File: src/rtl/pulse_stretch.sv
// Pulse stretcher: turns each rising edge on trig into a fixed-length high pulse
// followed by an enforced low gap, with a single deferred retrigger captured during the gap.
module pulse_stretch #(
  parameter int TICK_DIV   = 1000000,
  parameter int HOLD_TICKS = 10,
  parameter int GAP_TICKS  = 5,
  parameter int CW         = 20,
  parameter int TW         = 8
) (
  input  logic clock,
  input  logic reset,
  input  logic trig,
  output logic pulse,
  output logic busy
);

  typedef enum logic [1:0] {
    IDLE = 2'd0,
    HOLD = 2'd1,
    GAP  = 2'd2
  } state_t;

  state_t         state;
  state_t         next_state;
  logic [CW-1:0]  pre;
  logic [CW-1:0]  pre_next;
  logic [TW-1:0]  tcnt;
  logic [TW-1:0]  tcnt_next;
  logic           pending;
  logic           pending_next;
  logic           trig_d;
  logic           rise;
  logic           tick;
  logic           hold_done;
  logic           gap_done;
  logic           clear_cnt;

  // trig_d resets low so a trigger already high at reset release counts as an edge
  assign rise      = trig & ~trig_d;
  assign tick      = (pre == CW'(TICK_DIV - 1));
  assign hold_done = tick && (tcnt == TW'(HOLD_TICKS - 1));
  assign gap_done  = tick && (tcnt == TW'(GAP_TICKS - 1));

  // Next-state logic; clear_cnt restarts the timebase on every state entry and retrigger
  always_comb begin
    next_state   = state;
    pending_next = pending;
    clear_cnt    = 1'b0;
    case (state)
      IDLE: begin
        clear_cnt    = 1'b1;
        pending_next = 1'b0;
        if (rise) begin
          next_state = HOLD;
        end
      end
      HOLD: begin
        pending_next = 1'b0;
        if (rise) begin
          clear_cnt = 1'b1;
        end else if (hold_done) begin
          next_state = GAP;
          clear_cnt  = 1'b1;
        end
      end
      GAP: begin
        pending_next = pending | rise;
        if (gap_done) begin
          clear_cnt = 1'b1;
          if (pending || rise) begin
            next_state   = HOLD;
            pending_next = 1'b0;
          end else begin
            next_state = IDLE;
          end
        end
      end
      default: begin
        next_state   = IDLE;
        clear_cnt    = 1'b1;
        pending_next = 1'b0;
      end
    endcase
  end

  always_comb begin
    pre_next  = pre + CW'(1);
    tcnt_next = tcnt;
    if (clear_cnt) begin
      pre_next  = '0;
      tcnt_next = '0;
    end else if (tick) begin
      pre_next  = '0;
      tcnt_next = tcnt + TW'(1);
    end
  end

  // Outputs are registered from next_state so they change in the same cycle as the state
  always_ff @(posedge clock) begin
    if (reset) begin
      state   <= IDLE;
      pre     <= '0;
      tcnt    <= '0;
      pending <= 1'b0;
      trig_d  <= 1'b0;
      pulse   <= 1'b0;
      busy    <= 1'b0;
    end else begin
      state   <= next_state;
      pre     <= pre_next;
      tcnt    <= tcnt_next;
      pending <= pending_next;
      trig_d  <= trig;
      pulse   <= (next_state == HOLD);
      busy    <= (next_state != IDLE);
    end
  end

endmodule
File: config.mk
export PLATFORM = sky130hd
export DESIGN_NAME = pulse_stretch
export DESIGN_NICKNAME = d
export VERILOG_FILES = /design/src/rtl/pulse_stretch.sv
export SDC_FILE = /design/constraint.sdc
export NUM_CORES = 1
export LEC_CHECK = 0
export ABC_AREA = 1
export ABC_CLOCK_PERIOD_IN_PS = 2050
export BUFFER_PORTS_ARGS = -buffer_cell sky130_fd_sc_hd__buf_2
export CORE_MARGIN = 1.5
export CORE_UTILIZATION = 51
export CTS_CLUSTER_SIZE = 24
export DETAILED_ROUTE_END_ITERATION = 10
export GPL_TIMING_DRIVEN = 0
export PLACE_DENSITY = 0.66
export RECOVER_POWER = 100
export SYNTH_ARGS = -nofsm -noshare
export SYNTH_HDL_FRONTEND = slang
export SYNTH_SLANG_ARGS = --single-unit
File: constraint.sdc
create_clock -name clock -period 2.05 [get_ports clock]
set_input_delay 0.205 -clock clock [delete_from_list [all_inputs] [get_ports clock]]
set_output_delay 0.205 -clock clock [all_outputs]
set_load 0.01 [all_outputs]
# Word level (Yosys, flattened, before mapping)
# Index checks and enable logic that the tools add are counted.
[classes] n_addsub=2 n_mul=0 div=0 order_cmp=0 n_eq_ne=6 shifts=0 n_mux=12 bitwise_logic=4 reduce_logical=8
[op_table] operator="adder 20 x 1 -> 20 bit (second input constant)" n=1
[op_table] operator="equality test 20 bit (second input constant)" n=1
[op_table] operator="adder 8 x 1 -> 8 bit (second input constant)" n=1
[op_table] operator="equality test 8 x 3 -> 1 bit (second input constant)" n=1
[op_table] operator="equality test 8 x 4 -> 1 bit (second input constant)" n=1
[op_table] operator="two-way mux 2 bit" n=4
[op_table] operator="two-way mux 1 bit" n=6
[op_table] operator="case mux 2 bit (3 select lines)" n=1
[op_table] operator="equality test 2 x 1 -> 1 bit (second input constant)" n=2
[op_table] operator="OR reduction 2 bit" n=2
[op_table] operator="OR reduction 3 bit" n=1
[op_table] operator="equality test 2 bit (second input constant)" n=1
[op_table] operator="logical AND 1 bit" n=2
[op_table] operator="zero test 2 bit" n=1
[op_table] operator="NOT 1 bit" n=2
[op_table] operator="case mux 1 bit (2 select lines)" n=1
[op_table] operator="nonzero test 2 bit" n=1
[op_table] operator="AND 1 bit" n=1
[op_table] operator="logical OR 1 bit" n=1
[op_table] operator="bitwise OR 1 bit" n=1
[word_totals] regBits=34 latchBits=0 ram_bits=0 rom_bits=0 input_bits=3 out_inout_bits=2 wordCells=39 mem_count=0

# Logic depth before layout (Yosys ltp)
# Gate-level depths: netlist (run 1).
[depth] depth_word=7 mapped_depth=13 ltp_nobuf=13

# Least setup slack after synthesis (run 1)
# No wires, ideal clock.
[synth_path] kind="register -> register" start="reg pre[0]" end="reg pre[15]" setup_time_ns=0.114 t_arrival_ns=1.553 required_time_ns=1.936 slack_ns=0.383 path_stages_with_launch=12 path_buffers=1 synth_period_minus_slack_ns=1.667 cell_sequence="dfxtp_1 -> ha_1 -> nand2_1 -> nor2_2 -> nand4_1 -> nor2_4 -> nand2_1 -> nand2_1 -> nand2_1 -> nand3_2 -> buf_4 -> nor2_1"
[synth_via] elab_chain_cells=6 elab_cells_between_ends=9 classes_between="add/sub: 1; eq/ne: 1; mux: 4; reduce/logical: 3"
[synth_lines] item="start: declaration" line="25" text="logic [CW-1:0] pre;"
[synth_lines] item="start signal: assignment" line="110" text="pre <= pre_next;"
[synth_lines] item="equality test 20 bit" line="40" text="assign tick = (pre == CW'(TICK_DIV - 1));"
[synth_lines] item="logical AND 1 bit" line="41" text="assign hold_done = tick && (tcnt == TW'(HOLD_TICKS - 1));"
[synth_lines] item="two-way mux 1 bit" line="61" text="end else if (hold_done) begin"
[synth_lines] item="two-way mux 1 bit" line="59" text="if (rise) begin"
[synth_lines] item="case mux 1 bit (2 select lines)" line="49" text="case (state)"
[synth_lines] item="OR reduction 3 bit (no line)"
# Several ways; a longest one is shown, not always the timed one.
# A chain may end at the register's enable or synchronous reset.

# Worst setup path after layout (run 1)
# Same ends and word-level chain as after synthesis.

==> results of run 1 <==
## cell families after synthesis
kind of cell | after synthesis
compound gates | 7
xor+xnor | 24
buf+inv | 50
flops | 34
fa+ha+maj | 8
simple gates | 140
## critical path, stage by stage, from the launching register on
cell     delay [ns]
dfxtp_2        0.39
ha_1           0.24
nand2_1        0.08
nor2_2         0.13
nand4_1        0.14
nor2_4         0.19
nand2_1        0.07
nand2_1        0.06
nand2_1        0.08
nand3_2        0.09
buf_4          0.17
nor2_1         0.06
## placed cells by master, fill, tap and decap left out, types with 2 or more instances in the layout
master / count
nor2_2: 2
xnor2_1: 5
nand2_1: 41
inv_2: 2
ha_1: 8
buf_2: 3
nor2_4: 3
nor2_1: 54
clkbuf_4: 5
nand3_1: 15
dfxtp_1: 33
nand3_2: 2
inv_1: 45
nand2_2: 2
a21oi_1: 5
buf_4: 4
nor3_1: 7
xor2_1: 19
nand4_1: 12
clkbuf_1: 2
## state kept, by name, summed over array words and instances (netlist names)
signal	count
tcnt	8
pending	1
busy	1
pre	20
trig_d	1
pulse	1
state	2
## worst max path at each step
stage,from,to,slack [ns],cells after the start
after floorplan,pre[0],pre[15],0.38,11
after global placement,pre[0],pre[15],0.11,11
after detailed placement,pre[0],pre[15],0.08,11
after CTS,pre[0],pre[15],0.03,11
after global routing,pre[0],pre[15],0.02,11
final,pre[0],pre[15],0.24,11
## timing repair
| action | in CTS | in global routing |
|---|---|---|
| buffers inserted | 0 | 2 |
| setup endpoints to repair | 0 | 30 |
| gates resized for setup | 0 | 3 |
## area by class of cell
cell class	count	area, um2	area share, %
inverters	47	176	8.68
flip-flops and latches	34	682	33.6
clock inverters	1	30.0	1.48
plain buffers	3	20.0	0.985
well taps	46	57.6	2.83
clock buffers	6	51.3	2.52
multi-input cells	179	982	48.3
repair buffers	6	32.5	1.60
## power by group through the flow
stage | Clock [mW] | Sequential, mW | Combinational, mW
floorplan | 0 | 0.692 | 0.0397
global placement | 0 | 0.690 | 0.0584
detailed placement | 0 | 0.690 | 0.0592
CTS | 0.512 | 0.675 | 0.0594
global route | 0.542 | 0.677 | 0.0664
finish | 0.497 | 0.675 | 0.0577
## routing by layer
layer / vias up / share of wire, % / routed length [um]
li1: 831 / - / -
met1: 667 / 55 / 1800
met2: 12 / 40 / 1310
met3: 7 / 2.9 / 94
met4: 0 / 1.6 / 53
met5: - / 0 / 0
## per-stage QoR
stage / utilization, % / hold slack, ns / power (mW)
2_1_floorplan: - / 0.277 / 0.731
3_3_place_gp: 56.6 / 0.420 / 0.749
3_5_place_dp: 56.6 / 0.428 / 0.750
4_1_cts: 58.9 / 0.0677 / 1.25
5_1_grt: 59.5 / 0.0737 / 1.29
6_report: 59.5 / 0.0800 / 1.23
==> run_results.csv, run 1 <==
group,metric,value,unit
run_status,outcome,"completed",
timing,fin_tns_setup,0,ns
placed_design,hpwl,2.48,mm
finish,n_antenna_cell,0,
timing,slew-limit-headroom,82.1,%
global_route,grtUsageMet3,4.82,%
drt,ant_nets,0,
drt,drc,0,
global_route,grt_pass1_vias,1425,
finish,drive_above_1_share,10.1,%
synthesis,yosysWarnings,0,
finish,area_growth,9.58,%
setup_path,r2r_slack,0.24,ns
finish,final_cell_count_no_fill,322,
floorplanning,dieHeight,63.3,um
synthesis,synth.area.top_cells,"dfxtp_1, nor2_1, inv_1",
synthesis,synth-seq-cells,34,
global_route,top_usage_layer,"met2",
timing,rsz0062_at_grt,"no",
finish,nFillCells,349,
drt,wl_per_cell,10.1,um
synthesis,synth_compound_area_share,1.89,%
global_route,grt_pass1_wl,5.94,mm
cts,clock_sinks,34,
synthesis,synthFlopType,"dfxtp_1",
min_path,min_to,"trig_d",
floorplanning,core_area,3420,um2
synthesis,ys_types,21,
synthesis,synth_top_family_by_area,"simple AND/OR/NAND/NOR gates",
placed_design,gp_congestion,0.819,
floorplanning,die-area,4010,um2
synthesis,yosys.area_share.adder,5.40,%
synthesis,yosysTopAreaCell,"dfxtp_1",
cts,worst_skew_pair.late_latency,0.33,ns
power_and_ir_drop,swShare,20.9,%
synthesis,synth_edf_count,0,
power_and_ir_drop,combPwrFrac,4.7,%
setup_path,reg2reg_to,"pre[15]",
synthesis,synth.top_cell.area_share,36.7,%
global_route,met1_usage,25.6,%
cts,cts_root_buffer,"clkbuf_4",
drt,drt-initial-drc-count,47,
power_and_ir_drop,pwr-share-clk,40.4,%
floorplanning,io_pins,5,
global_route,grt_usage,18.6,%
cts,cts_tree,"yes",
placed_design,dp_slack,0.0820,ns
synthesis,synth_xor_area_share,11.3,%
drt,firstDrtPassIters,4,
synthesis,synthMuxAreaShare,0,%
timing,final_max_slew_viol_count,0,
min_path,hold_path_class,"input pin to flop",
min_path,whs_path_depth,2,
timing,period_minus_slack,1.81,ns
setup_path,worstSetupPathType,"flop to flop",
power_and_ir_drop,powerDensity,605,nW/um2
synthesis,synth-seq-area-share,36.7,%
synthesis,postSynthCellCount,263,
finish,final_area,2030,um2
timing,hold_viol,0,
job,max-cap-violations,0,
synthesis,syn_nets,274,
global_route,antenna_found_initial,0,
synthesis,synth-simple-area-share,34.1,%
global_route,grt_start_max_net_pins,11,
setup_path,crit_required,2.27,ns
setup_path,critPathLaunchType,"flop",
drt,via_count,1517,
synthesis,synthArstFlopShare,0,%
setup_path,worstPathMaxFanout,10,
placed_design,port_buffers,4,
timing,setup_viol,0,
floorplanning,rows,21,
timing,worst_pin_slew,0.268,ns
power_and_ir_drop,switching_power,0.257,mW
timing,fin_worst_skew,0.0145,ns
min_path,hold_start,"reset",
synthesis,yosys-top-cells-count,"nor2_1, inv_1, nand2_1, dfxtp_1, xor2_1",
cts,clkTransAtPathRegs,0.10,ns
power_and_ir_drop,p_seq_share,54.9,%
global_route,grt_use_met2,27.8,%
synthesis,syn_avg_cell_area,7.05,um2
power_and_ir_drop,p_int,0.973,mW
timing,setup_ws,0.243,ns
cts,cts_buffer_depth,2,
cts,cts-buffers-inserted,5,
setup_path,end_kind,"flop",
floorplanning,die_x,63.3,um
drt,wl,3.26,mm
global_route,grt_overflow,0,
cts,cts.hold.buffers_added,0,
placed_design,place_inst,313,
power_and_ir_drop,leakagePower,0.784,nW
placed_design,placed_cell_area,1930,um2
synthesis,syn_area,1850,um2
finish,nets,287,
timing,finalCritPeriodShare,88.1,%
power_and_ir_drop,ir_drop,0.000480,V
timing,fmax,553,MHz
synthesis,synthMostInstantiatedCell,"nor2_1",
setup_path,cp.arrival,2.03,ns
setup_path,r2r_cells,11,
cts,htreeDepth,2,
drt,viasPerCell,4.71,
floorplanning,initial_core_util,54.3,%
setup_path,rr_startpoint,"pre[0]",
(Power assumes the default switching activity.)
==> run 2: changes to the inputs <==
--- a/config.mk
+++ b/config.mk
@@ -6,14 +6,14 @@
 export NUM_CORES = 1
 export LEC_CHECK = 0
 export ABC_AREA = 1
-export ABC_CLOCK_PERIOD_IN_PS = 2050
+export ABC_CLOCK_PERIOD_IN_PS = 1600
 export BUFFER_PORTS_ARGS = -buffer_cell sky130_fd_sc_hd__buf_2
 export CORE_MARGIN = 1.5
 export CORE_UTILIZATION = 51
 export CTS_CLUSTER_SIZE = 24
 export DETAILED_ROUTE_END_ITERATION = 10
 export GPL_TIMING_DRIVEN = 0
-export PLACE_DENSITY = 0.66
+export PLACE_DENSITY_LB_ADDON = 0.1
 export RECOVER_POWER = 100
 export SYNTH_ARGS = -nofsm -noshare
 export SYNTH_HDL_FRONTEND = slang
==> constraint.sdc (replaced) <==
create_clock -name clock -period 1.6 [get_ports clock]
set_input_delay 0.16 -clock clock [delete_from_list [all_inputs] [get_ports clock]]
set_output_delay 0.16 -clock clock [all_outputs]
set_load 0.01 [all_outputs]
==> run 2 against run 1 <==
Compared with the run above: the flow now finishes with violations (setup timing); clock power rose by 29%; via count rose by 4.0%; sequential share of layout area fell by 3.4 points; clock skew barely moved; total power rose by 31%; die area did not move; global-route usage rose by 0.64 points; worst setup slack got worse by 0.31 ns; largest power group unchanged.
==> run_results.csv, run 2 (synthesized netlist as in run 1, its figures left out) <==
group,metric,value,unit
run_status,outcome,"finished with violations",
run_status,violations,"setup timing",
global_route,grt_pass1_wl,6.06,mm
power_and_ir_drop,switching_power,0.349,mW
timing,hold_viol,0,
min_path,hold_path_class,"input pin to flop",
cts,cts_tree,"yes",
floorplanning,dieHeight,63.3,um
setup_path,worstPathMaxFanout,5,
finish,largest-register,"pre",
floorplanning,io_pins,5,
finish,n_antenna_cell,0,
drt,drt-initial-drc-count,51,
floorplanning,initial_core_util,54.3,%
drt,wl,3.48,mm
cts,cts_root_buffer,"clkbuf_4",
setup_path,cpPeakStageDelay,0.32,ns
drt,via_count,1577,
drt,viasPerCell,4.72,
timing,setup_viol,20,
finish,layout_common_cells,"inv_1, nor2_1, nand2_1",
setup_path,crit_required,1.83,ns
floorplanning,die-area,4010,um2
global_route,grt_usage,19.2,%
finish,area_growth,23.6,%
timing,final_max_slew_viol_count,0,
timing,setup_ws,-0.0674,ns
drt,wl_per_cell,10.4,um
power_and_ir_drop,pwr-share-clk,40.0,%
timing,fin_tns_setup,-1.12,ns
global_route,antenna_found_initial,0,
floorplanning,rows,21,
power_and_ir_drop,p_int,1.26,mW
finish,fin_util,67.1,%
floorplanning,core_area,3420,um2
placed_design,port_buffers,4,
timing,period_minus_slack,1.67,ns
setup_path,crit_chain,"inv_1 -> nand2_1 -> nor2_1 -> nand3_1 -> nor2_4 -> nand2_1 -> nand2_1 -> nand2_2 -> nand3_4 -> buf_6 -> nor2_1",
setup_path,critPathLaunchType,"flop",
finish,nets,299,
finish,multi_input_area,1120,um2
cts,cts.hold.buffers_added,0,
timing,worst_pin_slew,0.239,ns
power_and_ir_drop,p_seq_share,53.7,%
cts,cts-buffers-inserted,5,
global_route,grt_pass1_vias,1403,
finish,seq_area,692,um2
power_and_ir_drop,swShare,21.7,%
cts,clkTransAtPathRegs,0.10,ns
finish,nFillCells,304,
global_route,grt_overflow,0,
power_and_ir_drop,combPwrFrac,6.3,%
setup_path,end_kind,"flop",
power_and_ir_drop,powerDensity,701,nW/um2
power_and_ir_drop,leakagePower,0.887,nW
power_and_ir_drop,ir_drop,0.000443,V
cts,clock_sinks,34,
drt,ant_nets,0,
drt,firstDrtPassIters,4,
global_route,grt_start_max_net_pins,11,
timing,slew-limit-headroom,83.9,%
setup_path,cp_common_cell,"nand2_1",
setup_path,cp.arrival,1.89,ns
floorplanning,die_x,63.3,um
placed_design,hpwl,2.36,mm
finish,mostFrequentLayoutCell,"inv_1",
cts,htreeDepth,2,
finish,top_regs,"pre: 20 flops, tcnt: 8 flops, state: 2 flops",
cts,worst_skew_pair.late_latency,0.33,ns
cts,cts_buffer_depth,2,
timing,finalCritPeriodShare,104,%
timing,fmax,600,MHz
job,max-cap-violations,0,
setup_path,cp_slowest_cell,"dfxtp_1",
finish,drive_above_1_share,27.1,%
placed_design,gp_congestion,0.820,
setup_path,worstSetupPathType,"flop to flop",
timing,rsz0062_at_grt,"yes",
drt,drc,0,
timing,fin_worst_skew,0.0143,ns
finish,largest_register_ffs,20,
run 2: changes by cell type in the layout (fill, tap and decap cells not counted), sizes merged:
cell,before,now
clkbuf,8,9
buf,7,18
run 2: worst max-delay path: cells and delay by family (launching register included):
kind                   cells  cell delay (ns)
buffers and inverters      2             0.29
DFF                        1             0.32
and+or+nand+nor            9             0.93
run 2: what timing repair did:
action                                  CTS  global route
endpoints found under the setup margin   32            32
pin swaps                                 7            15
buffers inserted                          4             8
gates resized for setup                  21            34
cloned                                    2             0
run 2: cell type report:
cell class | count | share of cell area (%)
inverter | 47 | 7.70
buffer | 3 | 1.31
clock inverter | 1 | 1.31
sequential | 34 | 30.2
multi-input combinational | 179 | 49.1
timing repair buffer | 18 | 5.68
clock buffer | 6 | 2.24
tap | 46 | 2.51
run 2: routing by layer:
layer,track usage (%),part of all wire (%)
met5,0,0
met4,7.34,1.0
met3,4.82,2.4
met2,28.6,43
met1,26.8,54
run 2: final timing paths:
kind / start / to / slack [ns] / depth (start not counted)
worst max-delay path: pre[8] / pre[14] / -0.07 / 11
worst min register to register: pending / pending / 0.53 / 2
worst max register to register: pre[8] / pre[14] / -0.07 / 11
worst min-delay path: reset / trig_d / 0.03 / 2
run 2: power groups by stage:
stage	clock network, mW	logic (mW)	registers (mW)
2_1_floorplan	0	0.0509	0.887
3_3_place_gp	0	0.0749	0.885
3_5_place_dp	0	0.0755	0.885
4_1_cts	0.658	0.0969	0.864
5_1_grt	0.696	0.112	0.865
6_report	0.642	0.102	0.863
run 2: through the flow:
step | std cells | hold WS (ns) | worst slack [ns] | instance area, um2 | total power [mW]
after global routing | 334 | 0.0187 | -0.183 | 2290 | 1.67
after global placement | 313 | 0.375 | -0.228 | 1940 | 0.960
after detailed placement | 313 | 0.383 | -0.235 | 1940 | 0.960
final | 334 | 0.0321 | -0.0674 | 2290 | 1.61
after CTS | 326 | 0.0225 | -0.0714 | 2140 | 1.62
after floorplan | 263 | 0.232 | 0.0244 | 1860 | 0.938
